==> src/rtl/skew_feeder_pkg.sv <==
// skew_feeder_pkg: default geometry (W, N, K_MAX) and FSM state encoding shared by the feeder and the array top
package skew_feeder_pkg;
  localparam int W_DEF = 16;
  localparam int N_DEF = 4;
  localparam int K_MAX_DEF = 8;
  typedef enum logic [2:0] {S_IDLE, S_LOAD, S_STREAM, S_DRAIN, S_DONE} state_t;
endpackage

==> src/rtl/skew_feeder_if.sv <==
// skew_feeder_if: job control (i_start/i_k_len/i_mode), load handshake (i_valid/o_ready, i_a_vec/i_b_vec) and skewed array outputs (o_A/o_B/o_en/o_mode/o_done/o_err)
interface skew_feeder_if import skew_feeder_pkg::*; #(
  parameter int W = W_DEF,
  parameter int N = N_DEF,
  parameter int K_MAX = K_MAX_DEF
) ();
  logic i_start;
  logic [$clog2(K_MAX+1)-1:0] i_k_len;
  logic i_mode;
  logic i_valid;
  logic o_ready;
  logic [N*W-1:0] i_a_vec;
  logic [N*W-1:0] i_b_vec;
  logic [N*W-1:0] o_A;
  logic [N*W-1:0] o_B;
  logic o_en;
  logic o_mode;
  logic o_done;
  logic o_err;
  modport master (
    output i_start, i_k_len, i_mode, i_valid, i_a_vec, i_b_vec,
    input o_ready, o_A, o_B, o_en, o_mode, o_done, o_err
  );
  modport slave (
    input i_start, i_k_len, i_mode, i_valid, i_a_vec, i_b_vec,
    output o_ready, o_A, o_B, o_en, o_mode, o_done, o_err
  );
endinterface

==> src/rtl/skew_feeder_delay2.sv <==
// skew_feeder_delay2: DEPTH-stage registered delay line (i_clk, i_rst clears, d in, q out)
module skew_feeder_delay2 #(
  parameter int W = 16,
  parameter int DEPTH = 1
) (
  input  logic         i_clk,
  input  logic         i_rst,
  input  logic [W-1:0] d,
  output logic [W-1:0] q
);
  logic [W-1:0] sr [DEPTH];
  always_ff @(posedge i_clk) begin
    if (i_rst) sr <= '{default: '0};
    else begin
      sr[0] <= d;
      for (int i = 1; i < DEPTH; i++) sr[i] <= sr[i-1];
    end
  end
  assign q = sr[DEPTH-1];
endmodule

==> src/rtl/skew_feeder.sv <==
// skew_feeder: buffers K beats of A columns / B rows, then streams them row-skewed into an N x N systolic array (i_clk, i_rst, bus = skew_feeder_if.slave)
module skew_feeder import skew_feeder_pkg::*; #(
  parameter int W = W_DEF,
  parameter int N = N_DEF,
  parameter int K_MAX = K_MAX_DEF
) (
  input logic i_clk,
  input logic i_rst,
  skew_feeder_if.slave bus
);
  localparam int KL = $clog2(K_MAX + 1);
  localparam int CW = $clog2(K_MAX + N + 1);
  localparam int AW = (K_MAX > 1) ? $clog2(K_MAX) : 1;
  state_t state, state_d;
  logic [CW-1:0] cnt, cnt_d, k_ext;
  logic [KL-1:0] k_q;
  logic mode_q, err_q, start_ok, en, rd;
  logic [N*W-1:0] a_buf [K_MAX];
  logic [N*W-1:0] b_buf [K_MAX];
  logic [N*W-1:0] a_src, b_src, a_sk, b_sk;
  assign k_ext = CW'(k_q);
  assign start_ok = bus.i_start && bus.i_k_len != '0 && bus.i_k_len <= KL'(K_MAX);
  always_comb begin
    state_d = state;
    cnt_d = cnt;
    case (state)
      S_IDLE: begin
        state_d = start_ok ? S_LOAD : S_IDLE;
        cnt_d = '0;
      end
      S_LOAD: if (bus.i_valid) begin
        state_d = (cnt == k_ext - 1'b1) ? S_STREAM : S_LOAD;
        cnt_d = (cnt == k_ext - 1'b1) ? '0 : cnt + 1'b1;
      end
      S_STREAM: begin
        state_d = (cnt == k_ext + CW'(N - 2)) ? S_DRAIN : S_STREAM;
        cnt_d = (cnt == k_ext + CW'(N - 2)) ? '0 : cnt + 1'b1;
      end
      S_DRAIN: begin
        state_d = (cnt == CW'(N)) ? S_DONE : S_DRAIN;
        cnt_d = (cnt == CW'(N)) ? '0 : cnt + 1'b1;
      end
      default: begin
        state_d = S_IDLE;
        cnt_d = '0;
      end
    endcase
  end
  always_ff @(posedge i_clk) begin
    if (i_rst) begin
      state <= S_IDLE;
      cnt <= '0;
      k_q <= '0;
      mode_q <= 1'b0;
      err_q <= 1'b0;
    end else begin
      state <= state_d;
      cnt <= cnt_d;
      err_q <= state == S_IDLE && bus.i_start && !start_ok;
      if (state == S_IDLE && start_ok) begin
        k_q <= bus.i_k_len;
        mode_q <= bus.i_mode;
      end
    end
  end
  always_ff @(posedge i_clk) begin
    if (state == S_LOAD && bus.i_valid) begin
      a_buf[cnt[AW-1:0]] <= bus.i_a_vec;
      b_buf[cnt[AW-1:0]] <= bus.i_b_vec;
    end
  end
  // Unskewed source is column s of the buffer during the first K stream cycles and zero otherwise,
  // so delay lines fill with zeros before and after the job and lane r sees A[s-r] after r cycles.
  assign rd = state == S_STREAM && cnt < k_ext;
  assign a_src = rd ? a_buf[cnt[AW-1:0]] : '0;
  assign b_src = rd ? b_buf[cnt[AW-1:0]] : '0;
  assign a_sk[W-1:0] = a_src[W-1:0];
  assign b_sk[W-1:0] = b_src[W-1:0];
  for (genvar r = 1; r < N; r++) begin : g_lane
    skew_feeder_delay2 #(.W(W), .DEPTH(r)) u_a (.i_clk(i_clk), .i_rst(i_rst), .d(a_src[r*W +: W]), .q(a_sk[r*W +: W]));
    skew_feeder_delay2 #(.W(W), .DEPTH(r)) u_b (.i_clk(i_clk), .i_rst(i_rst), .d(b_src[r*W +: W]), .q(b_sk[r*W +: W]));
  end
  assign en = state inside {S_STREAM, S_DRAIN, S_DONE};
  assign bus.o_A = a_sk;
  assign bus.o_B = b_sk;
  assign bus.o_en = en;
  assign bus.o_mode = en & mode_q;
  assign bus.o_ready = state == S_LOAD;
  assign bus.o_done = state == S_DONE;
  assign bus.o_err = err_q;
endmodule

==> src/flat_wrapper.sv <==
// flat-port wrapper written by rule: the top's interface ports become plain ports
module skew_feeder_flat import skew_feeder_pkg::*;
#(
  parameter int W = W_DEF,
  parameter int N = N_DEF,
  parameter int K_MAX = K_MAX_DEF
)
  (i_clk, i_rst, bus_i_start, bus_i_k_len, bus_i_mode, bus_i_valid, bus_i_a_vec, bus_i_b_vec, bus_o_ready, bus_o_A, bus_o_B, bus_o_en, bus_o_mode, bus_o_done, bus_o_err);
  skew_feeder_if #(.W(W), .N(N), .K_MAX(K_MAX)) bus_i ();
  input logic i_clk;
  input logic i_rst;
  input wire logic [$bits(bus_i.i_start)-1:0] bus_i_start;
  input wire logic [$bits(bus_i.i_k_len)-1:0] bus_i_k_len;
  input wire logic [$bits(bus_i.i_mode)-1:0] bus_i_mode;
  input wire logic [$bits(bus_i.i_valid)-1:0] bus_i_valid;
  input wire logic [$bits(bus_i.i_a_vec)-1:0] bus_i_a_vec;
  input wire logic [$bits(bus_i.i_b_vec)-1:0] bus_i_b_vec;
  output wire logic [$bits(bus_i.o_ready)-1:0] bus_o_ready;
  output wire logic [$bits(bus_i.o_A)-1:0] bus_o_A;
  output wire logic [$bits(bus_i.o_B)-1:0] bus_o_B;
  output wire logic [$bits(bus_i.o_en)-1:0] bus_o_en;
  output wire logic [$bits(bus_i.o_mode)-1:0] bus_o_mode;
  output wire logic [$bits(bus_i.o_done)-1:0] bus_o_done;
  output wire logic [$bits(bus_i.o_err)-1:0] bus_o_err;
  assign bus_i.i_start = bus_i_start;
  assign bus_i.i_k_len = bus_i_k_len;
  assign bus_i.i_mode = bus_i_mode;
  assign bus_i.i_valid = bus_i_valid;
  assign bus_i.i_a_vec = bus_i_a_vec;
  assign bus_i.i_b_vec = bus_i_b_vec;
  assign bus_o_ready = bus_i.o_ready;
  assign bus_o_A = bus_i.o_A;
  assign bus_o_B = bus_i.o_B;
  assign bus_o_en = bus_i.o_en;
  assign bus_o_mode = bus_i.o_mode;
  assign bus_o_done = bus_i.o_done;
  assign bus_o_err = bus_i.o_err;
  skew_feeder #(.W(W), .N(N), .K_MAX(K_MAX)) u_core (.i_clk(i_clk), .i_rst(i_rst), .bus(bus_i));
endmodule
==> config.mk <==
export PLATFORM = sky130hd
export DESIGN_NAME = skew_feeder_flat
export DESIGN_NICKNAME = d
export VERILOG_FILES = /design/src/rtl/skew_feeder_pkg.sv /design/src/rtl/skew_feeder_if.sv /design/src/rtl/skew_feeder_delay2.sv /design/src/rtl/skew_feeder.sv /design/src/flat_wrapper.sv
export SDC_FILE = /design/constraint.sdc
export NUM_CORES = 1
export LEC_CHECK = 0
export ABC_AREA = 1
export CAP_MARGIN = 20
export CORE_MARGIN = 10
export CORE_UTILIZATION = 45
export CTS_BUF_LIST = sky130_fd_sc_hd__clkbuf_8 sky130_fd_sc_hd__clkbuf_16
export CTS_CLUSTER_SIZE = 40
export DETAILED_ROUTE_END_ITERATION = 12
export GPL_TIMING_DRIVEN = 0
export MAX_ROUTING_LAYER = met4
export PLACE_DENSITY = 0.73
export SKIP_CTS_REPAIR_TIMING = 1
export SLEW_MARGIN = 20
export SYNTH_ARGS = -nofsm -noshare
export SYNTH_HDL_FRONTEND = slang
export SYNTH_HIERARCHICAL = 1
export SYNTH_SLANG_ARGS = --single-unit
==> constraint.sdc <==
create_clock -name i_clk -period 39.2 [get_ports i_clk]
set_input_delay 3.92 -clock i_clk [delete_from_list [all_inputs] [get_ports i_clk]]
set_output_delay 3.92 -clock i_clk [all_outputs]
set_load 0.01 [all_outputs]
==> out/qor.yml, run 1 <==
run_status:
  status: "finished, final reports clean"
placement:
  hpwl_mm: 86.1
  io_buffer_count: 269
  place_ws_ps: 31630
  gp_congestion: 0.810
worst_setup_path:
  end_kind: "primary output"
  cp_max_fo: 10
  crit_type: "reg -> out"
  critPathLaunchType: "flip-flop"
  arrival_ps: 4170
  cp.required_ps: 35280
timing:
  fin_crit_ps: 8090
  maxSlewHeadroom_pct: 39.0
  slew_viol_final: 0
  finalClockSkew_ps: 40.1
  fin_ws_ps: 31110
  setup_viol: 0
  layout_worst_path_cycle_share_pct: 20.6
  finalSetupTns_ps: 0
  rsz0062_at_grt: "no"
  hold_viol_final: 0
  tightest_slew_ps: 907
  max_freq_ghz: 0.124
logic_synthesis:
  ys_ff_latch: 1232
  syn_nets: 3896
  syn_inst: 3749
  yosysUniqueCellTypes: 34
  ys_seq_area_share_pct: 73.8
  synth_top_area_share_pct: 65.0
  yosysWarnings: 6
  synth_edf_count: 1024
  synthTopCellsByCount: "edfxtp_1, nand2_1, nor2_1, a21oi_1, inv_1"
  netlist_area_um2: 47300
  yosysMostFrequentCell: "edfxtp_1"
  synth_area_leader_cell: "edfxtp_1"
  ys_top_cells_by_area: "edfxtp_1, dfxtp_1, nand2_1"
  postSynthAreaPerCell_um2: 12.6
  synth-main-ff-cell: "edfxtp_1"
  synthArstFlopShare_pct: 0
global_routing:
  grt.met3_usage_pct: 4.68
  antenna_found_initial: 34
  grt_pass1_wl_mm: 187
  grt_pass1_vias: 30573
  busiest_layer: "met2"
  grt_util_met1_pct: 26.8
  gr-usage-all-layers_pct: 21.5
  grt_overflow: 0
  use_met2_pct: 34.2
  grt_max_degree: 23
floorplanning:
  num_io_pins: 270
  die_x_um: 344
  die_area_um2: 118000
  die_h_um: 344
  start_util_pct: 45.5
  rows: 118
  core-area_um2: 104000
detailed_routing:
  wire_per_inst_um: 22.0
  vias_per_cell: 5.42
  drt_iter0_markers: 3442
  drt-total-wl_mm: 127
  drc: 0
  num_vias: 31387
  ant_nets: 0
  firstDrtPassIters: 6
clock_network:
  ctsRootBufferMaster: "clkbuf_16"
  cts_tree: "yes"
  clkTransAtPathRegs_ps: 60
  h-tree-depth: 3
  max-clock-path-buffers: 3
  cts.sinks: 1232
  cts_buffers: 117
  clk_latency_ps: 710
pwr:
  irDropWorstVdd_v: 0.0000350
  p_leak_nw: 20.3
  power.density_nw_per_um2: 48.6
final_layout:
  multi_input_area_um2: 9550
  drive_gt1_share_pct: 14.4
  layout.nets: 4430
  fillers: 8475
  syn_to_final_growth_pct: 20.7
  ff_latch_area_um2: 34900
job:
  max_cap_violations: 0
min_path:
  hold_path_class: "reg -> reg"
logic make-up after synthesis:
family / count (synthesis) / synth area share (%)
and+or+nand+nor: 1291 / 10.4
DFF: 1232 / 73.8
AOI/OAI and AO/OA: 659 / 9.35
buffers and inverters: 552 / 6.06
adders and majority gates: 10 / 0.265
xor gates and xnor gates: 3 / 0.0556
muxes: 2 / 0.0423
registers in the layout (all words and copies together), names as in the netlist, named ones only:
register              count
u_core/a_buf            512
u_core/b_buf            512
u_core/bus.o_err          1
u_core/cnt                4
u_core/g_lane.u_a/q      48
u_core/g_lane.u_a/sr     48
u_core/g_lane.u_b/q      48
u_core/g_lane.u_b/sr     48
u_core/k_ext              4
u_core/mode_q             1
u_core/state              3
routing by layer:
layer / routed length (um) / part of all wire, %
met5: 0 / 0
met4: 3590 / 2.8
met3: 12200 / 9.6
met2: 61600 / 48
met1: 50000 / 39
area by class of cell:
type	count	area share [%]
clock inverter	90	1.43
sequential	1232	61.2
tap	1380	3.02
antenna	23	0.101
inverter	222	1.47
buffer	330	3.55
timing repair buffer	415	7.02
clock buffer	131	5.52
multi-input combinational	1965	16.7
layout by cell type (no fill, tap or decap), types with 17 or more instances in the layout:
master | Yosys | final
nand2_1 | 924 | 924
buf_1 | 25 | 25
o21ai_0 | 17 | 17
o21ai_1 | 117 | 117
buf_6 | 21 | 39
buf_2 | 149 | 188
a32oi_1 | 127 | 127
dfxtp_1 | 208 | 208
clkdlybuf4s50_1 | 0 | 268
a21oi_1 | 266 | 266
clkbuf_1 | 21 | 20
edfxtp_1 | 1024 | 1024
a32o_1 | 127 | 127
buf_4 | 112 | 186
inv_1 | 220 | 246
diode_2 | 0 | 23
clkbuf_16 | 0 | 120
clkinv_2 | 0 | 23
nor2_1 | 339 | 337
critical path: stages, from the launching register on:
cell and delay [ps]:
dfxtp_1 400, buf_2 520, buf_2 540, clkbuf_1 620
o21ai_1 140, nor2_1 490, buf_4 210, clkdlybuf4s50_1 530
path summary, 6_finish.rpt:
kind | slack (ps) | start | endpoint | cells after the start
hold / removal | 390 | u_core/g_lane[3].u_a/sr[40] | u_core/g_lane[3].u_a/sr[24] | 2
setup reg to reg | 35260 | u_core/state[2] | u_core/b_buf[3][47] | 13
setup / recovery | 31110 | flip-flop | bus_o_A[5] | 7
hold reg to reg | 390 | u_core/g_lane[3].u_a/sr[40] | u_core/g_lane[3].u_a/sr[24] | 2
power by group:
part	internal [mW]	leakage [nW]	switching, mW
sequential	1.43	10.9	0.00263
clock	0.667	2.05	0.476
combinational	0.0672	7.33	0.133
total	2.16	20.3	0.612
metrics by stage:
| stage | hold WS, ps | util, % | total power [mW] | std cells | cell area [um^2] |
|---|---|---|---|---|---|
| finish | 393 | 54.9 | 2.77 | 5788 | 57100 |
| global route | 410 | 54.9 | 2.86 | 5788 | 57100 |
| CTS | 400 | 54.9 | 2.79 | 5765 | 57000 |
| detailed placement | 392 | 51.1 | 1.65 | 5544 | 53100 |
| global placement | 392 | 49.7 | 1.65 | 5398 | 51700 |
| floorplan | 388 | - | 1.57 | 3749 | 47300 |
(Power assumes the default switching activity.)
==> run 2: changes to the inputs <==
==> constraint.sdc (replaced) <==
create_clock -name i_clk -period 8.4 [get_ports i_clk]
set_input_delay 0.84 -clock i_clk [delete_from_list [all_inputs] [get_ports i_clk]]
set_output_delay 0.84 -clock i_clk [all_outputs]
set_load 0.01 [all_outputs]
==> out/qor.yml, run 2 (synthesized netlist as in run 1, its figures left out) <==
final_layout:
  finalNonFillerCells: 5767  # was 5,788
  mostFrequentLayoutCells: "edfxtp_1, nand2_1, nor2_1, clkdlybuf4s50_1, a21oi_1"  # unchanged
  multi_input_area_um2: 9570  # was 9550 um^2
  fillers: 8382  # was 8,475
  drive_gt1_share_pct: 13.6  # was 14.4%
  final_common_cell: "edfxtp_1"  # unchanged
  ff_latch_area_um2: 34900  # unchanged
  syn_to_final_growth_pct: 20.6  # was 20.7%
  layout.nets: 4406  # was 4,430
  fin_util_pct: 54.9  # about the same
detailed_routing:
  vias_per_cell: 5.44  # was 5.42
  wire_per_inst_um: 22.1  # was 22.0 um
  drt_iter0_markers: 3382  # was 3,442
  maxUsedRoutingLayer: "met4"  # unchanged
  ant_nets: 0  # unchanged
  drt-total-wl_mm: 128  # was 127 mm
  met1Wirelength_mm: 48.9  # was 50.0 mm
  firstDrtPassIters: 6  # unchanged
  route.met3.wl_mm: 13.2  # was 12.2 mm
  num_vias: 31401  # was 31,387
  wl_met2_mm: 62.1  # was 61.6 mm
  drc: 0  # unchanged
timing:
  tightest_slew_ps: 964  # was 907 ps
  slew_viol_final: 0  # unchanged
  hold_viol_final: 0  # unchanged
  finalClockSkew_ps: 28.6  # was 40.1 ps
  fin_crit_ps: 4940
  maxSlewHeadroom_pct: 35.4  # was 39.0%
  rsz0062_at_grt: "no"  # unchanged
  layout_worst_path_cycle_share_pct: 58.9
  fin_ws_ps: 3460  # was 31,110 ps
  max_freq_ghz: 0.202
  setup_viol: 0  # unchanged
worst_setup_path:
  r2r_cells: 12  # was 13
  rr_endpoint: "u_core/b_buf[3][47]"  # unchanged
  cp_max_fo: 10  # unchanged
  r2r-start: "u_core/state[2]"  # unchanged
  max_stage_delay_ps: 590  # was 620 ps
  critPathLaunchType: "flip-flop"  # unchanged
  crit_top_cell: "buf_2"  # unchanged
  slowest_stage: "clkbuf_1"  # unchanged
  r2r_slack_ps: 5090  # was 35,260 ps
  crit_type: "reg -> out"  # unchanged
  arrival_ps: 4100  # was 4170 ps
  path_cells: "buf_2, buf_2, clkbuf_1, o21ai_1, nor2_1, buf_4, clkdlybuf4s50_1"  # unchanged
  cp-endpoint: "bus_o_A[4]"  # was bus_o_A[5]
  end_kind: "primary output"  # unchanged
  cp.required_ps: 7560  # was 35,280 ps
global_routing:
  grt_pass1_wl_mm: 188  # was 187 mm
  grt_pass1_vias: 30385  # was 30,573
  antenna_found_initial: 30  # was 34
  gr-usage-all-layers_pct: 21.5  # about the same
  grt_max_degree: 23  # unchanged
  grt_overflow: 0  # unchanged
min_path:
  hold_path_class: "reg -> reg"  # unchanged
pwr:
  comb_power_share_pct: 7.3  # was 7.2%
  switchingPower_mw: 2.85  # was 0.612 mW
  intPower_mw: 9.94  # was 2.16 mW
  clkPwrFrac_pct: 40.5  # was 41.2%
  seq_power_share_pct: 52.2  # was 51.6%
  irDropWorstVdd_v: 0.000168  # was 0.0000350 V
  p_leak_nw: 20.1  # was 20.3 nW
  power.density_nw_per_um2: 224  # was 48.6 nW/um^2
  p_sw_share_pct: 22.3  # was 22.1%
clock_network:
  cts.sinks: 1232  # unchanged
  cts_buffers: 118  # was 117
  max-clock-path-buffers: 3  # unchanged
  clkTransAtPathRegs_ps: 60  # about the same
  h-tree-depth: 3  # unchanged
  clk_latency_ps: 710  # about the same
  cts_tree: "yes"  # unchanged
  ctsRootBufferMaster: "clkbuf_16"  # unchanged
placement:
  gp_congestion: 0.802  # was 0.810
  io_buffer_count: 269  # unchanged
  hpwl_mm: 86.0  # was 86.1 mm
  place_ws_ps: 4270  # was 31,630 ps
  place_inst: 5519  # was 5,544
floorplanning:
  rows: 118  # unchanged
  die_h_um: 344  # unchanged
  num_io_pins: 270  # unchanged
  die_area_um2: 118000  # unchanged
  die_x_um: 344  # unchanged
  core-area_um2: 104000  # unchanged
  start_util_pct: 45.5  # unchanged
run_status:
  status: "finished, final reports clean"  # unchanged
job:
  max_cap_violations: 0  # unchanged
run 2: final cells by class:
type | count | area share, %
sequential | 1232 | 61.2
timing repair buffer | 390 | 7.11
inverter | 222 | 1.47
multi-input combinational | 1965 | 16.8
tap | 1380 | 3.03
clock inverter | 95 | 1.24
antenna | 26 | 0.114
clock buffer | 127 | 5.47
buffer | 330 | 3.55
run 2: power by group through the flow:
stage	Clock [mW]	Combinational (mW)	Sequential (mW)
2_1_floorplan	0	0.510	6.81
3_3_place_gp	0	0.871	6.82
3_5_place_dp	0	0.916	6.80
4_1_cts	5.23	0.920	6.67
5_1_grt	5.50	1.00	6.67
6_report	5.18	0.934	6.67
run 2: worst min-delay path by stage:
| stage | cells after the start | slack (ps) | start | to |
|---|---|---|---|---|
| 2_1_floorplan | 2 | 390 | u_core/g_lane[2].u_a/sr[16] | u_core/g_lane[2].u_a/q[0] |
| 4_1_cts | 2 | 400 | u_core/g_lane[3].u_b/sr[38] | u_core/g_lane[3].u_b/sr[22] |
| 5_1_grt | 2 | 410 | u_core/g_lane[3].u_a/sr[34] | u_core/g_lane[3].u_a/sr[18] |
| 3_5_place_dp | 2 | 390 | u_core/g_lane[3].u_a/sr[37] | u_core/g_lane[3].u_a/sr[21] |
| 6_report | 2 | 380 | u_core/g_lane[3].u_b/sr[38] | u_core/g_lane[3].u_b/sr[22] |
| 3_3_place_gp | 2 | 390 | u_core/g_lane[2].u_b/sr[18] | u_core/g_lane[2].u_b/q[2] |
run 2: layer usage:
layer	track usage [%]	vias up
met3	4.59	235
li1	-	14170
met2	34.4	1670
met1	26.9	15326
met4	7.57	0
met5	-	-
run 2: worst max-delay path, delay by kind of cell (launching register included):
| family | cells | cell delay (ps) |
|---|---|---|
| DFF | 1 | 410 |
| and+or+nand+nor | 1 | 410 |
| AOI/OAI and AO/OA | 1 | 190 |
| buffers and inverters | 5 | 2390 |
run 2: through the flow:
stage	area, um^2	power (mW)	TNS, ps	hold WS (ps)
after floorplan	47300	7.32	-1144670	388
after global placement	51700	7.70	-8103380	393
after detailed placement	53100	7.72	0	393
after CTS	57000	12.8	0	396
after global routing	57000	13.2	0	412
final	57000	12.8	0	384
